$ cat src/rtl/regfile_pkg.sv
// Shared constants and helpers for the general-purpose register file, also used by decode and hazard logic.
// Optional feature macro: REGFILE_BYPASS_EN (write-first read bypass).
package regfile_pkg;

  localparam int REGFILE_DEFAULT_WIDTH = 32;
  localparam int REGFILE_DEFAULT_DEPTH = 32;
  localparam int REGFILE_ZERO_ADDR     = 0;

  // Ceiling log2, usable in constant expressions for deriving address widths.
  function automatic int clog2(input int value);
    int result;
    int remaining;
    result    = 0;
    remaining = value - 1;
    while (remaining > 0) begin
      result++;
      remaining = remaining >> 1;
    end
    return result;
  endfunction

endpackage

$ cat src/rtl/regfile_read_port.sv
// One combinational read port: entry select, hard-wired zero for entry 0, optional write-first bypass.
// Optional feature macro: REGFILE_BYPASS_EN (when defined, a same-cycle write to the read address is forwarded).
module regfile_read_port
  import regfile_pkg::*;
#(
  parameter int WIDTH = REGFILE_DEFAULT_WIDTH,
  parameter int DEPTH = REGFILE_DEFAULT_DEPTH,
  localparam int ADDR_W = clog2(DEPTH)
) (
  input  logic [DEPTH-1:0][WIDTH-1:0] entries_i,
  input  logic                        reset_i,
  input  logic                        write_en_i,
  input  logic [ADDR_W-1:0]           write_addr_i,
  input  logic [WIDTH-1:0]            write_data_i,
  input  logic [ADDR_W-1:0]           read_addr_i,
  output logic [WIDTH-1:0]            read_data_o
);

  localparam logic [ADDR_W-1:0] ZeroAddr = ADDR_W'(REGFILE_ZERO_ADDR);

`ifdef REGFILE_BYPASS_EN
  logic bypassHit;

  // Forwarding is suppressed during reset so reads see stored contents only.
  assign bypassHit = !reset_i && write_en_i && (write_addr_i != ZeroAddr)
                     && (write_addr_i == read_addr_i);

  always_comb begin
    read_data_o = entries_i[read_addr_i];
    if (bypassHit) begin
      read_data_o = write_data_i;
    end
    if (read_addr_i == ZeroAddr) begin
      read_data_o = '0;
    end
  end
`else
  logic unusedBypass;

  assign unusedBypass = ^{reset_i, write_en_i, write_addr_i, write_data_i};

  always_comb begin
    read_data_o = entries_i[read_addr_i];
    if (read_addr_i == ZeroAddr) begin
      read_data_o = '0;
    end
  end
`endif

endmodule

$ cat src/rtl/register_file.sv
// MIPS general-purpose register file: DEPTH entries, two combinational read ports, one write port, entry 0 reads zero.
// Optional feature macro: REGFILE_BYPASS_EN (write-first bypass on both read ports; default is read-old).
module register_file
  import regfile_pkg::*;
#(
  parameter int WIDTH = REGFILE_DEFAULT_WIDTH,
  parameter int DEPTH = REGFILE_DEFAULT_DEPTH,
  localparam int ADDR_W = clog2(DEPTH)
) (
  input  logic              clock,
  input  logic              reset,
  input  logic              write_en,
  input  logic [ADDR_W-1:0] write_addr,
  input  logic [WIDTH-1:0]  write_data,
  input  logic [ADDR_W-1:0] read_addr_a,
  output logic [WIDTH-1:0]  read_data_a,
  input  logic [ADDR_W-1:0] read_addr_b,
  output logic [WIDTH-1:0]  read_data_b
);

  localparam logic [ADDR_W-1:0] ZeroAddr = ADDR_W'(REGFILE_ZERO_ADDR);

  logic [DEPTH-1:0][WIDTH-1:0] entries_q;
  logic [DEPTH-1:0][WIDTH-1:0] entries_d;
  logic [DEPTH-1:0]            writeSel;

  // One-hot write decode; address 0 never gets a select so writes to it vanish.
  always_comb begin
    writeSel = '0;
    if (write_en && (write_addr != ZeroAddr)) begin
      writeSel[write_addr] = 1'b1;
    end
  end

  always_comb begin
    entries_d = entries_q;
    for (int i = 0; i < DEPTH; i++) begin
      if (writeSel[i]) begin
        entries_d[i] = write_data;
      end
    end
  end

  always_ff @(posedge clock) begin
    if (reset) begin
      entries_q <= '0;
    end else begin
      entries_q <= entries_d;
    end
  end

  regfile_read_port #(
    .WIDTH(WIDTH),
    .DEPTH(DEPTH)
  ) portA (
    .entries_i   (entries_q),
    .reset_i     (reset),
    .write_en_i  (write_en),
    .write_addr_i(write_addr),
    .write_data_i(write_data),
    .read_addr_i (read_addr_a),
    .read_data_o (read_data_a)
  );

  regfile_read_port #(
    .WIDTH(WIDTH),
    .DEPTH(DEPTH)
  ) portB (
    .entries_i   (entries_q),
    .reset_i     (reset),
    .write_en_i  (write_en),
    .write_addr_i(write_addr),
    .write_data_i(write_data),
    .read_addr_i (read_addr_b),
    .read_data_o (read_data_b)
  );

endmodule

$ cat config.mk
export PLATFORM = sky130hd
export DESIGN_NAME = register_file
export DESIGN_NICKNAME = d
export VERILOG_FILES = /design/src/rtl/regfile_pkg.sv /design/src/rtl/regfile_read_port.sv /design/src/rtl/register_file.sv
export SDC_FILE = /design/constraint.sdc
export NUM_CORES = 2
export LEC_CHECK = 0
export CORE_ASPECT_RATIO = 2
export CORE_UTILIZATION = 30
export CTS_CLUSTER_SIZE = 28
export DETAILED_ROUTE_END_ITERATION = 8
export PLACE_DENSITY = 0.46
export SLEW_MARGIN = 10
export SYNTH_ARGS = -nofsm -noshare
export SYNTH_HDL_FRONTEND = slang
export SYNTH_SLANG_ARGS = --single-unit
export TNS_END_PERCENT = 10
$ cat constraint.sdc
create_clock -name clock -period 2 [get_ports clock]
set_input_delay 0.2 -clock clock [delete_from_list [all_inputs] [get_ports clock]]
set_output_delay 0.2 -clock clock [all_outputs]
set_load 0.02 [all_outputs]
* Yosys cells after proc, flatten, opt, wreduce, memory -nomap -nowiden *
Cells that the tools add are included.

cells by class
  $lt $le $gt $ge = 4
  mux-type cells = 9
  reduce and logical (&&, ||, !) cells = 5

operators by type and width
  operator              count
  $bmux W32 S5          2
  $mux W32              5
  $lt A5 B6 Y1 const B  3
  $logic_not A5 Y1      2
  $demux W1 S5          1
  $ge A5 B1 Y1 const B  1
  $reduce_bool A5 Y1    1
  $logic_and A1 B1 Y1   2
  $mux W1               1

storage, ports and cells
  bits in registers = 1024
  input port bits = 50
  output and inout bits = 64
  logic and storage cells = 50

* Depth between registers and ports, before layout *
  word-level depth = 5
  gate-level depth with buffers = 9
  depth with buffers taken out = 4

* Hierarchy *
From an unflattened synthesis, not the netlist that was laid out.

second synthesis, totals
  cell total of the unflattened synthesis = 4760
  area total of the unflattened synthesis = 55553.3 um2

modules (own cells, without submodules)
  module             instances  cells each  area each (um2)  sequential area each (um2)
  register_file      1          3432        38817.2          20499.7
  regfile_read_port  2          664         8368.0           0.0

* Worst setup path before layout *
OpenSTA, ideal clock, no wires.

  path type = input -> output
  from = in read_addr_b[0]
  to = out read_data_b[15]
  arrival = 1.873 ns
  required time = 1.800 ns
  path slack = -0.073 ns
  stages on the path = 7
  buffers on the path = 4
  cells stage by stage = buf_4 > inv_1 > buf_4 > clkbuf_1 > buf_2 > o2111ai_1 > a311oi_1

between the ends
  cells in the longest elaborated chain, start to end = 3
  elaborated cells on any way between the ends = 4
  those cells by class = 3 x mux; 1 x reduce/logical

RTL lines
  what                            RTL line                 source
  start: declaration              register_file.sv:17      input logic [ADDR_W-1:0] read_addr_b,
  $bmux W32 S5                    regfile_read_port.sv:43  read_data_o = entries_i[read_addr_i];
  $mux W32 (not written as such)  regfile_read_port.sv:43
  $mux W32 *                      regfile_read_port.sv:44  if (read_addr_i == ZeroAddr) begin
  end: declaration                register_file.sv:18      output logic [WIDTH-1:0] read_data_b

Every way passes the cells marked *; elsewhere a longest branch is shown, timed or not. The select of a mux whose other input is x is not followed.

* Final worst setup path *
  from = reg entries_q[362] (netlist name)
  to = out read_data_a[10]

between the ends
  cells in the longest elaborated chain, start to end = 3

RTL lines
  what                            RTL line                 source
  start: declaration              register_file.sv:23      logic [DEPTH-1:0][WIDTH-1:0] entries_q;
  start signal: assignment        register_file.sv:48      entries_q <= entries_d;
  $bmux W32 S5                    regfile_read_port.sv:43
  $mux W32 (not written as such)  regfile_read_port.sv:43
  $mux W32                        regfile_read_port.sv:44
  end: declaration                register_file.sv:16      output logic [WIDTH-1:0] read_data_a,

No other way between the ends. The select of a mux whose other input is x is not followed.

==> flow_summary.toml <==
[synth]
syn-num-nets = 5880
syn_inst = 5830
synth-edff-count = 0
synth.distinct_cells = 39
syn_area_sq_mm = 0.0518
ys_seq_area_share_pct = 39.6
synth_ff_type = "dfxtp_1"
ys_ff_latch = 1024
avgSynthCellArea_sq_um = 8.88
synth-async-reset-ratio_pct = 0
yosysWarnings = 0

[route]
num_vias = 48594
remaining_drc_errors = 0
detail_route.wl_per_cell_microns = 30.4
ant_nets = 0
vias_per_cell = 5.68
drt-pass1-iter-count = 5
drt_wl_total_microns = 260000
first_iter_violations = 4902

[timing]
worst_slew_pin_slew_ns = 0.604
slew_headroom_pct = 59.7
slew_violations = 0
hold_viol_final = 0
setup_violations = 64
setup_slack_ns = -0.656
fin_crit_ns = 2.66
fmax_ghz = 0.377
holdWs_ns = 0.318
min_period_over_period_pct = 133
rsz0062_at_grt = "true"
clock_skew_ns = 0

[placed_design]
numPortBuffers = 113
pre_cts_slack_ns = -1.04
placed_cell_area_sq_mm = 0.0616
gp_congestion = 0.931
dp.final_hpwl_microns = 183000
dp.cells = 8383

[setup_path]
r2r_end = "entries_q[707]"
cp.required_ns = 1.80
crit_type = "register to primary output"
end_kind = "primary output"
critPathLaunch = "entries_q[362]"
cp.arrival_ns = 2.46
worstPathMaxFanout = 3
reg2reg_from = "entries_q[707]"
reg2reg_setup_slack_ns = 1.21
reg2regPathDepth = 3
cp-start-kind = "register"

[floorplan]
pin_count = 114
initial_utilization_pct = 30.2
core.rowCount = 215
die_y_microns = 590
die-area_sq_mm = 0.174
fp.coreArea_sq_mm = 0.171
fp.dieW_microns = 296

[clocking]
path_clk_slew_ns = 0.07
clockRootBuffer = "clkbuf_16"
cts_buffers = 97
postCtsSetupRepairBufs = 0
clkSinkCount = 1024
cts_tree = "built"
insertion_delay_ns = 0.69
clockBufferDepth = 3
h-tree-depth = 3

[min_path]
whs_endpoint = "entries_q[906]"
min_from = "write_data[10]"
hold_path_depth = 4
worstHoldPathType = "primary input to register"

[global_route]
antenna_found_initial = 5
overflow = 0
gr-usage-all-layers_pct = 29.5
grt_pass1_wl_microns = 365000
grt_max_degree = 109
grt_pass1_vias = 48909

[final_layout]
largestRegisters = "entries_q: 1024 flops"
largest_reg_flops = 1024
nFillCells = 17101
finalInstanceArea_sq_mm = 0.0663
multi_input_area_sq_mm = 0.0297
syn2layout_area_growth_pct = 28.0
fin_cells = 8555
layout-drive-gt1-share_pct = 28.8
regMostFlops = "entries_q"
final-seq-area_sq_mm = 0.0206
nets = 6245

[run_status]
violations = "setup timing"
outcome = "finished, violations left"

[power]
power_mw = 46.2
p_leak_nw = 22.5
ir_worst_vdd_v = 0.000648
power.density_mw_per_mm2 = 697

[flow_run]
drv_cap = 0
## per-layer routing
| metal | track usage (%) | vias to the layer above | wire, microns |
|---|---|---|---|
| li1 | - | 21156 | - |
| met1 | 32.3 | 24136 | 90100 |
| met2 | 50.9 | 2369 | 129000 |
| met3 | 3.90 | 933 | 16500 |
| met4 | 23.6 | 0 | 24600 |
| met5 | 0 | - | 0 |
## metrics by stage
stage | util, % | TNS [ns]
final | 38.7 | -33.35
after global routing | 38.7 | -36.45
after CTS | 38.3 | -37.84
after detailed placement | 36.0 | -116.94
after global placement | 36.0 | -101.78
after floorplan | - | -1.61
## final cells by class
cell class | instances | area share [%]
clock buffer | 135 | 4.20
inverter | 2 | 0.0189
antenna | 2 | 0.00755
timing repair buffer | 888 | 14.8
multi-input combinational | 4182 | 44.8
sequential | 1024 | 31.1
tap | 2278 | 4.30
clock inverter | 44 | 0.751
## timing repair
item,in CTS,in global routing
pin swaps,29,37
cloned,0,1
endpoints found under the setup margin,64,64
hold buffers,1,0
gates resized for setup,265,175
hold endpoints to repair,18,0
## where the power goes
part	internal, mW	total [mW]	switching, mW
Combinational	2.15	5.61	3.46
Sequential	20.5	20.6	0.115
Clock	10.9	19.9	9.02
Total	33.6	46.2	12.6
## cell usage in the layout, fill, tap and decap left out, drive strengths merged
| cell type | instances |
|---|---|
| a211oi | 32 |
| a21oi | 992 |
| a221o | 32 |
| a221oi | 45 |
| a22oi | 64 |
| a311oi | 32 |
| a31oi | 32 |
| and2 | 18 |
| and3b | 1 |
| and4 | 1 |
| and4b | 3 |
| and4bb | 3 |
| buf | 847 |
| bufinv | 9 |
| clkbuf | 137 |
| clkdlybuf4s50 | 38 |
| clkinv | 24 |
| clkinvlp | 6 |
| dfxtp | 1024 |
| diode | 2 |
| dlygate4sd3 | 1 |
| inv | 7 |
| mux2 | 32 |
| mux2i | 192 |
| mux4 | 448 |
| nand2 | 2054 |
| nand2b | 3 |
| nand4 | 1 |
| nand4b | 3 |
| nor2 | 20 |
| nor2b | 71 |
| nor3 | 4 |
| nor4b | 1 |
| o2111ai | 19 |
| o21ai | 77 |
| or2 | 1 |
| or4 | 1 |
## worst max-delay path, cell delays in order, from the launching register on
cell	delay, ns
dfxtp_2	0.34
mux4_2	0.50
mux2i_4	0.23
a221o_1	0.27
a31oi_1	0.07
buf_4	0.21
buf_12	0.13
## cells by family (layout without fill, tap and decap cells)
kind of cell	count (synthesis)	after routing	share of synthesized area, %
AO/OA/AOI/OAI	1325	1325	14.4
buffers and inverters	624	1069	5.69
flip-flops	1024	1024	39.6
multiplexers	672	672	23.9
other	0	2	0
AND/OR/NAND/NOR	2185	2185	16.5
## worst max-delay path by stage
stage                 endpoint  slack (ns)
3_5_place_dp    read_data_b[3]       -1.04
2_1_floorplan   read_data_b[2]       -0.07
5_1_grt         read_data_a[6]       -0.68
6_report       read_data_a[10]       -0.66
3_3_place_gp    read_data_b[3]       -1.13
4_1_cts        read_data_b[21]       -0.68
## cells in the mapped netlist, drive strengths merged (45+ instances only)
library cell / n / share of area, %
a22oi: 64 / 0.93
mux4: 448 / 19
a21oi: 992 / 9.6
o21ai: 77 / 0.74
a221oi: 45 / 0.76
nand2: 2054 / 15
buf: 286 / 3.2
clkbuf: 336 / 2.4
nor2b: 71 / 0.86
mux2i: 192 / 3.7
dfxtp: 1024 / 40
Note: power is estimated with default switching activity, not from simulation.
